## config.mk

```make
export PLATFORM = sky130hd
export DESIGN_NAME = aria_key_sched_ctrl
export DESIGN_NICKNAME = d
export VERILOG_FILES = /design/src/rtl/aria_pkg.sv /design/src/rtl/aria_key_sched_ctrl.sv
export SDC_FILE = /design/constraint.sdc
export NUM_CORES = 1
export LEC_CHECK = 0
export CELL_PAD_IN_SITES_DETAIL_PLACEMENT = 1
export CELL_PAD_IN_SITES_GLOBAL_PLACEMENT = 1
export CORE_MARGIN = 4
export CORE_UTILIZATION = 35
export CTS_CLUSTER_DIAMETER = 50
export DETAILED_ROUTE_END_ITERATION = 12
export GPL_TIMING_DRIVEN = 1
export PLACE_DENSITY_LB_ADDON = 0.1
export SYNTH_ARGS = -nofsm -noshare
export SYNTH_HDL_FRONTEND = slang
export SYNTH_SLANG_ARGS = --single-unit
export TNS_END_PERCENT = 100
```

## constraint.sdc

```tcl
create_clock -name clk -period 4 [get_ports clk]
set_input_delay 0.6 -clock clk [delete_from_list [all_inputs] [get_ports clk]]
set_output_delay 0.6 -clock clk [all_outputs]
set_load 0.02 [all_outputs]
```

## src/rtl/aria_pkg.sv

```systemverilog
// Shared encodings for the ARIA key-schedule controller: key lengths, FSM states,
// round-constant selects and round-key counts per key length.
package aria_pkg;

  typedef enum logic [1:0] {
    KLEN_128 = 2'd0,
    KLEN_192 = 2'd1,
    KLEN_256 = 2'd2,
    KLEN_BAD = 2'd3
  } key_len_e;

  typedef enum logic [2:0] {
    ST_IDLE,
    ST_INIT_REQ,
    ST_INIT_WAIT,
    ST_SHIFT,
    ST_GEN,
    ST_DONE
  } ks_state_e;

  typedef enum logic [1:0] {
    CK_SEL_1 = 2'd0,
    CK_SEL_2 = 2'd1,
    CK_SEL_3 = 2'd2
  } ck_sel_e;

  localparam int unsigned NR_128 = 13;
  localparam int unsigned NR_192 = 15;
  localparam int unsigned NR_256 = 17;

  localparam logic [1:0] LAST_STEP = 2'd2;

  function automatic int unsigned rk_count(input logic [1:0] len);
    case (len)
      KLEN_128: return NR_128;
      KLEN_192: return NR_192;
      default:  return NR_256;
    endcase
  endfunction

  // Initial-key constant rotates with key length: (len + step) mod 3.
  function automatic ck_sel_e ck_select(input logic [1:0] len, input logic [1:0] step);
    logic [2:0] sum;
    sum = {1'b0, len} + {1'b0, step};
    if (sum >= 3'd3) sum = sum - 3'd3;
    return ck_sel_e'(sum[1:0]);
  endfunction

endpackage

```

## src/rtl/aria_key_sched_ctrl.sv

```systemverilog
// ARIA key-schedule sequencer: three round-function passes build W1..W3, then
// round keys are handed out one per rk_ack. Define ARIA_KS_DEC_EN for descending order.
module aria_key_sched_ctrl
  import aria_pkg::*;
#(
  parameter int NR_MAX = 16
) (
  input  logic                         clk,
  input  logic                         rst_n,
  input  logic                         key_start,
  input  logic [1:0]                   key_len,
  input  logic                         key_dec,
  output logic                         key_busy,
  output logic                         key_done,
  output logic                         key_err,
  output logic                         f_req,
  input  logic                         f_gnt,
  input  logic                         f_vld,
  output logic                         f_odd,
  output logic [1:0]                   ck_sel,
  output logic                         key_ready,
  output logic                         w_ready,
  output logic                         rk_valid,
  input  logic                         rk_ack,
  output logic [$clog2(NR_MAX+1)-1:0]  rk_idx
);

  localparam int IDX_W = $clog2(NR_MAX + 1);

  ks_state_e         state_q, state_d;
  logic [1:0]        step_q, step_d;
  logic [1:0]        len_q, len_d;
  logic              err_q, err_d;
  logic [IDX_W-1:0]  idx_q, idx_d;

  logic              start_dec;
  logic              run_dec;
  logic [IDX_W-1:0]  start_first;
  logic [IDX_W-1:0]  run_last;

`ifdef ARIA_KS_DEC_EN
  logic dec_q, dec_d;

  always_comb begin
    dec_d = dec_q;
    if (state_q == ST_IDLE && key_start && key_len != KLEN_BAD) dec_d = key_dec;
  end

  always_ff @(posedge clk or negedge rst_n) begin
    if (!rst_n) dec_q <= 1'b0;
    else        dec_q <= dec_d;
  end

  assign start_dec = key_dec;
  assign run_dec   = dec_q;
`else
  logic unused_key_dec;
  assign unused_key_dec = key_dec;
  assign start_dec      = 1'b0;
  assign run_dec        = 1'b0;
`endif

  // Index range is fixed at start; the final ack never moves the index past it.
  assign start_first = start_dec ? IDX_W'(rk_count(key_len) - 1) : '0;
  assign run_last    = run_dec   ? '0 : IDX_W'(rk_count(len_q) - 1);

  always_comb begin
    // NOTE: every signal gets a default before the case so no path can infer a latch.
    state_d   = state_q;
    step_d    = step_q;
    len_d     = len_q;
    idx_d     = idx_q;
    err_d     = 1'b0;
    key_busy  = 1'b1;
    key_ready = 1'b1;
    key_done  = 1'b0;
    f_req     = 1'b0;
    f_odd     = 1'b0;
    ck_sel    = 2'd0;
    w_ready   = 1'b1;
    rk_valid  = 1'b0;

    if (state_q inside {ST_INIT_REQ, ST_INIT_WAIT, ST_SHIFT}) begin
      f_odd  = (step_q != 2'd1);
      ck_sel = ck_select(len_q, step_q);
    end

    unique case (state_q)
      ST_IDLE: begin
        key_busy  = 1'b0;
        key_ready = 1'b0;
        if (key_start) begin
          if (key_len == KLEN_BAD) begin
            err_d = 1'b1;
          end else begin
            state_d = ST_INIT_REQ;
            step_d  = 2'd0;
            len_d   = key_len;
            idx_d   = start_first;
          end
        end
      end
      ST_INIT_REQ: begin
        f_req = 1'b1;
        if (f_gnt) state_d = ST_INIT_WAIT;
      end
      ST_INIT_WAIT: begin
        if (f_vld) state_d = ST_SHIFT;
      end
      ST_SHIFT: begin
        w_ready = 1'b0;
        if (step_q == LAST_STEP) begin
          state_d = ST_GEN;
        end else begin
          step_d  = step_q + 2'd1;
          state_d = ST_INIT_REQ;
        end
      end
      ST_GEN: begin
        rk_valid = 1'b1;
        if (rk_ack) begin
          if (idx_q == run_last) state_d = ST_DONE;
          else if (run_dec)      idx_d   = idx_q - IDX_W'(1);
          else                   idx_d   = idx_q + IDX_W'(1);
        end
      end
      ST_DONE: begin
        key_done = 1'b1;
        state_d  = ST_IDLE;
      end
      default: state_d = ST_IDLE;
    endcase
  end

  // NOTE: sequential state uses non-blocking assignments so all flops update together.
  always_ff @(posedge clk or negedge rst_n) begin
    if (!rst_n) begin
      state_q <= ST_IDLE;
      step_q  <= 2'd0;
      len_q   <= 2'd0;
      err_q   <= 1'b0;
      idx_q   <= '0;
    end else begin
      state_q <= state_d;
      step_q  <= step_d;
      len_q   <= len_d;
      err_q   <= err_d;
      idx_q   <= idx_d;
    end
  end

  assign key_err = err_q;
  assign rk_idx  = idx_q;

endmodule

```

# == Word level (Yosys, flattened, before mapping) ==
# Cells that the tools add are included.
# totals
reg_bits,13
out_inout_bits,15
wordCells,68
# classes
add_sub_neg,5
order_cmp,1
eq_ne,18
mux,29
bitwise_logic,1
reduce_logical,9
# op_table
operator,count
3-bit two-way mux,7
5-bit two-way mux,4
5-bit case mux with 2 select lines,2
"2-bit inequality test, second input constant",8
3-bit case mux with 5 select lines,1
2-bit two-way mux,5
1-bit two-way mux,9
"3-bit by 2-bit equality test with 1-bit output, second input constant",2
"3-bit equality test, second input constant",2
6-bit AND reduction,1
"5-bit by 1-bit adder with 5-bit output, second input constant",1
5-bit equality test,1
5-bit AND reduction,1
"5-bit by 1-bit subtractor with 5-bit output, second input constant",1
"2-bit equality test, second input constant",2
2-bit case mux with 2 select lines,1
4-bit AND reduction,1
2-bit nonzero test,2
2-bit by 2-bit adder with 3-bit output,1
"3-bit by 1-bit equality test with 1-bit output, second input constant",1
"3-bit by 2-bit greater-or-equal comparator with 1-bit output, second input constant",1
3-bit zero test,1
3-bit AND reduction,1
3-bit nonzero test,1
other kinds (6),6

# == Depth between registers and ports, before layout ==
# logic_depth
depth_word,7
depth_mapped,7
depth_no_buf,7

# == Worst setup path after synthesis ==
# No wires, ideal clock.
# synth_path
path_type,register to output
start,reg step_q[0]
end,out ck_sel[0]
arrival_time_ns,2.576
required_ns,3.400
path_slack_ns,0.824
path_stages_with_launch,8
cell_sequence,dfrtp_1 > ha_1 > inv_1 > fa_1 > inv_1 > ha_1 > nand3b_1 > a2111oi_0
# synth_via
elab_chain_cells,4
elab_cells_between_ends,5
classes_between,add/sub (2); order compare (1); mux (2)
# synth_rtl
element,line,text
start: declaration,aria_key_sched_ctrl.sv:31,"logic [1:0] step_q, step_d;"
start signal: assignment,aria_key_sched_ctrl.sv:145,step_q <= step_d;
2-bit by 2-bit adder with 3-bit output (*),aria_pkg.sv:44,"sum = {1'b0, len} + {1'b0, step};"
3-bit by 2-bit greater-or-equal comparator with 1-bit output or 2-bit subtractor (tied branches),aria_pkg.sv:45,if (sum >= 3'd3) sum = sum - 3'd3;
2-bit two-way mux (*),aria_pkg.sv:45,
2-bit two-way mux (*),aria_key_sched_ctrl.sv:83,"if (state_q inside {ST_INIT_REQ, ST_INIT_WAIT, ST_SHIFT}) begin"
end: declaration,aria_key_sched_ctrl.sv:20,"output logic [1:0] ck_sel,"
# Mark *: on every way between the ends. The rest lies on a longest branch, timed or not.

# == Worst setup path in the final report ==
# Same ends and word-level chain as after synthesis.

==> out/results.tsv <==
metric	value	unit
n_diodes	0	
Layout area overhead	30.5	%
H-Tree Depth	1	
most common cell after layout, fill and taps aside	clkdlybuf4s50_1	
synthesized netlist cell count	93	
clock transition at the registers of the reported paths	80	ps
largest stage delay on the critical path	690	ps
layout cell share with drive strength beyond 1	10.3	%
share of the clock period used by the worst path	89.4	%
final net count	133	
worst-path cell chain	ha_1, inv_1, fa_1, inv_1, ha_1, nand3b_1, a2111oi_0, clkdlybuf4s50_1	
Buf+Inv Stages, Crit Path	3	
IO Count	24	
CTS tree	built	
DRT Pass-1 Iters	4	
CP Launch Type	register	
total track usage	14.4	%
row count	17	
Synth cell types	39	
Die H	58.3	um
Slew @ Worst Pin	628	ps
critical path class	reg2out	
GRT Residual Overflow	0	
relative slew slack	58.0	%
sequential fraction of the synthesis area	36.7	%
Synth Cell Area	887	sq um
initial antenna violation count	0	
Post-route DRC	0	
Mean Syn Cell Area	9.54	sq um
Post CTS Setup Buffer Count	0	
Post-DP HPWL	1740	um
final wirelength	2210	um
Max Fclk	280	MHz
Worst Skew	0.525	ps
Main synth FF type	dfrtp_1	
Final setup viols	0	
Place WS	738	ps
Max Transition Viols Final	0	
die area	3400	sq um
post-layout minimum cycle time	3580	ps
fraction of registers with async set/reset	100	%
Port Buffers	22	
Antenna Nets Post-Route	0	
# hold bufs at CTS	0	
Initial DRC Count	22	
CTS Buffer Depth	2	
clk_lat worst skew	280	ps
synth warn	0	
CP top delay family	adder cells	
Starting Density	38.3	%
PwrDens	728	nW/um^2
Placer Congestion	0.771	
vias in the first global route	771	
Max IR drop VDD	0.506	mV
Vias	764	
register bit total from synthesis	13	
EDFF count, synth	0	
Die Width	58.3	um
status	completed	
Hold WC Path Type	reg2reg	
max_cap viols	0	
Lkg Pwr	0.509	nW
largest net degree at the start of global routing	17	
Clock Sinks	13	
WP data arrival	2980	ps
slowest CP cell	clkdlybuf4s50_1	
Final WS setup	424	ps
first-pass GRT wire length	3750	um
Via density	5.27	
CTS Buf Count	3	
Core Area	2320	sq um
synthesized net count	108	
routed len/inst	15.2	um
Crit Path Max Fanout	5	
nature of the critical path endpoint	output port	
fillers	272	
TNS Setup	0	ps
PostCTS Resize Cnt	0	
Req. time, crit path	3400	ps
commonest cells after routing, fill and taps aside	clkdlybuf4s50_1, dfrtp_1, inv_1	
unrepaired setup endpoints after global routing	false	
final hold violation count	0	
Root Driver	clkbuf_4	
## cell type report
class                   instances  area, sq um  share of cell area (%)
multi-input cells              68          513                    44.3
repair buffers                 22          220                    19.0
flip-flops and latches         13          325                    28.1
clock buffers                   4         26.3                    2.27
well taps                      28         35.0                    3.03
inverters                      10         37.5                    3.24
## sequential cells by signal (all words and copies together) (netlist names)
signal   count
key_err      1
len_q        2
rk_idx       5
state_q      3
step_q       2
## cells in the mapped netlist, drive strengths merged, types with 2 or more instances
| library cell | instances | area share [%] |
|---|---|---|
| o21ai | 3 | 2.1 |
| nand2b | 2 | 1.4 |
| nor2 | 6 | 2.5 |
| nor3 | 2 | 1.1 |
| nand2 | 7 | 3.8 |
| ha | 5 | 7.1 |
| nand3 | 4 | 2.3 |
| a22o | 3 | 3.4 |
| a31oi | 2 | 3.1 |
| dfrtp | 13 | 37 |
| nand3b | 2 | 1.7 |
| and4bb | 2 | 2.8 |
| inv | 10 | 4.2 |
| nor2b | 2 | 1.4 |
| a21oi | 4 | 2.3 |
| o22ai | 3 | 2.1 |
| or3 | 3 | 2.1 |
| xnor2 | 2 | 2.0 |
## power breakdown
| group | switching (mW) | internal, mW | total [mW] |
|---|---|---|---|
| registers | 0.0510 | 0.168 | 0.219 |
| logic | 0.289 | 0.252 | 0.540 |
| clock network | 0.0450 | 0.0387 | 0.0837 |
## final timing paths
kind	startpoint	endpoint	slack, ps	cells past startpoint
min	len_q[1]$_DFFE_PN0P_	len_q[1]$_DFFE_PN0P_	560	1
max in group asynchronous	rst_n	len_q[1]$_DFFE_PN0P_	2890	1
max reg2reg	state_q[2]$_DFFE_PN0P_	rk_idx[2]$_DFFE_PN0P_	2250	4
min in group asynchronous	rst_n	step_q[1]$_DFFE_PN0P_	710	1
min reg2reg	len_q[1]$_DFFE_PN0P_	len_q[1]$_DFFE_PN0P_	560	1
max	step_q[0]$_DFFE_PN0P_	ck_sel[0]	420	8
## worst register-to-register path, delay by kind of cell, from the launching register on
kind               cells  cell delay, ps
DFF                    1             640
and+or+nand+nor        1             290
AOI/OAI and AO/OA      3             720
## logic make-up (layout without fill, tap and decap cells)
family	Yosys count	after routing	synth area share [%]
simple gates	37	37	24.7
xor+xnor	2	2	1.97
buf+inv	12	36	5.50
compound gates	23	23	21.9
flops	13	13	36.7
fa+ha+maj	6	6	9.31
## through the flow
stage          utilization, %  instances  hold WS (ps)  area, sq um  power, mW
4_1_cts                  49.9        145           576         1160      0.855
2_1_floorplan               -         93           304          887      0.552
3_5_place_dp             48.8        141           557         1130      0.768
6_report                 49.9        145           564         1160      0.843
3_3_place_gp             48.8        141           530         1130      0.743
5_1_grt                  49.9        145           586         1160      0.918
## layer usage
metal	vias up	share of wire [%]	GRT usage, %
li1	377	-	-
met1	372	49	19.6
met2	13	47	23.4
met3	2	3.1	3.95
met4	0	0.41	1.99
met5	-	0	0
Power figures use the tool's default switching activity.
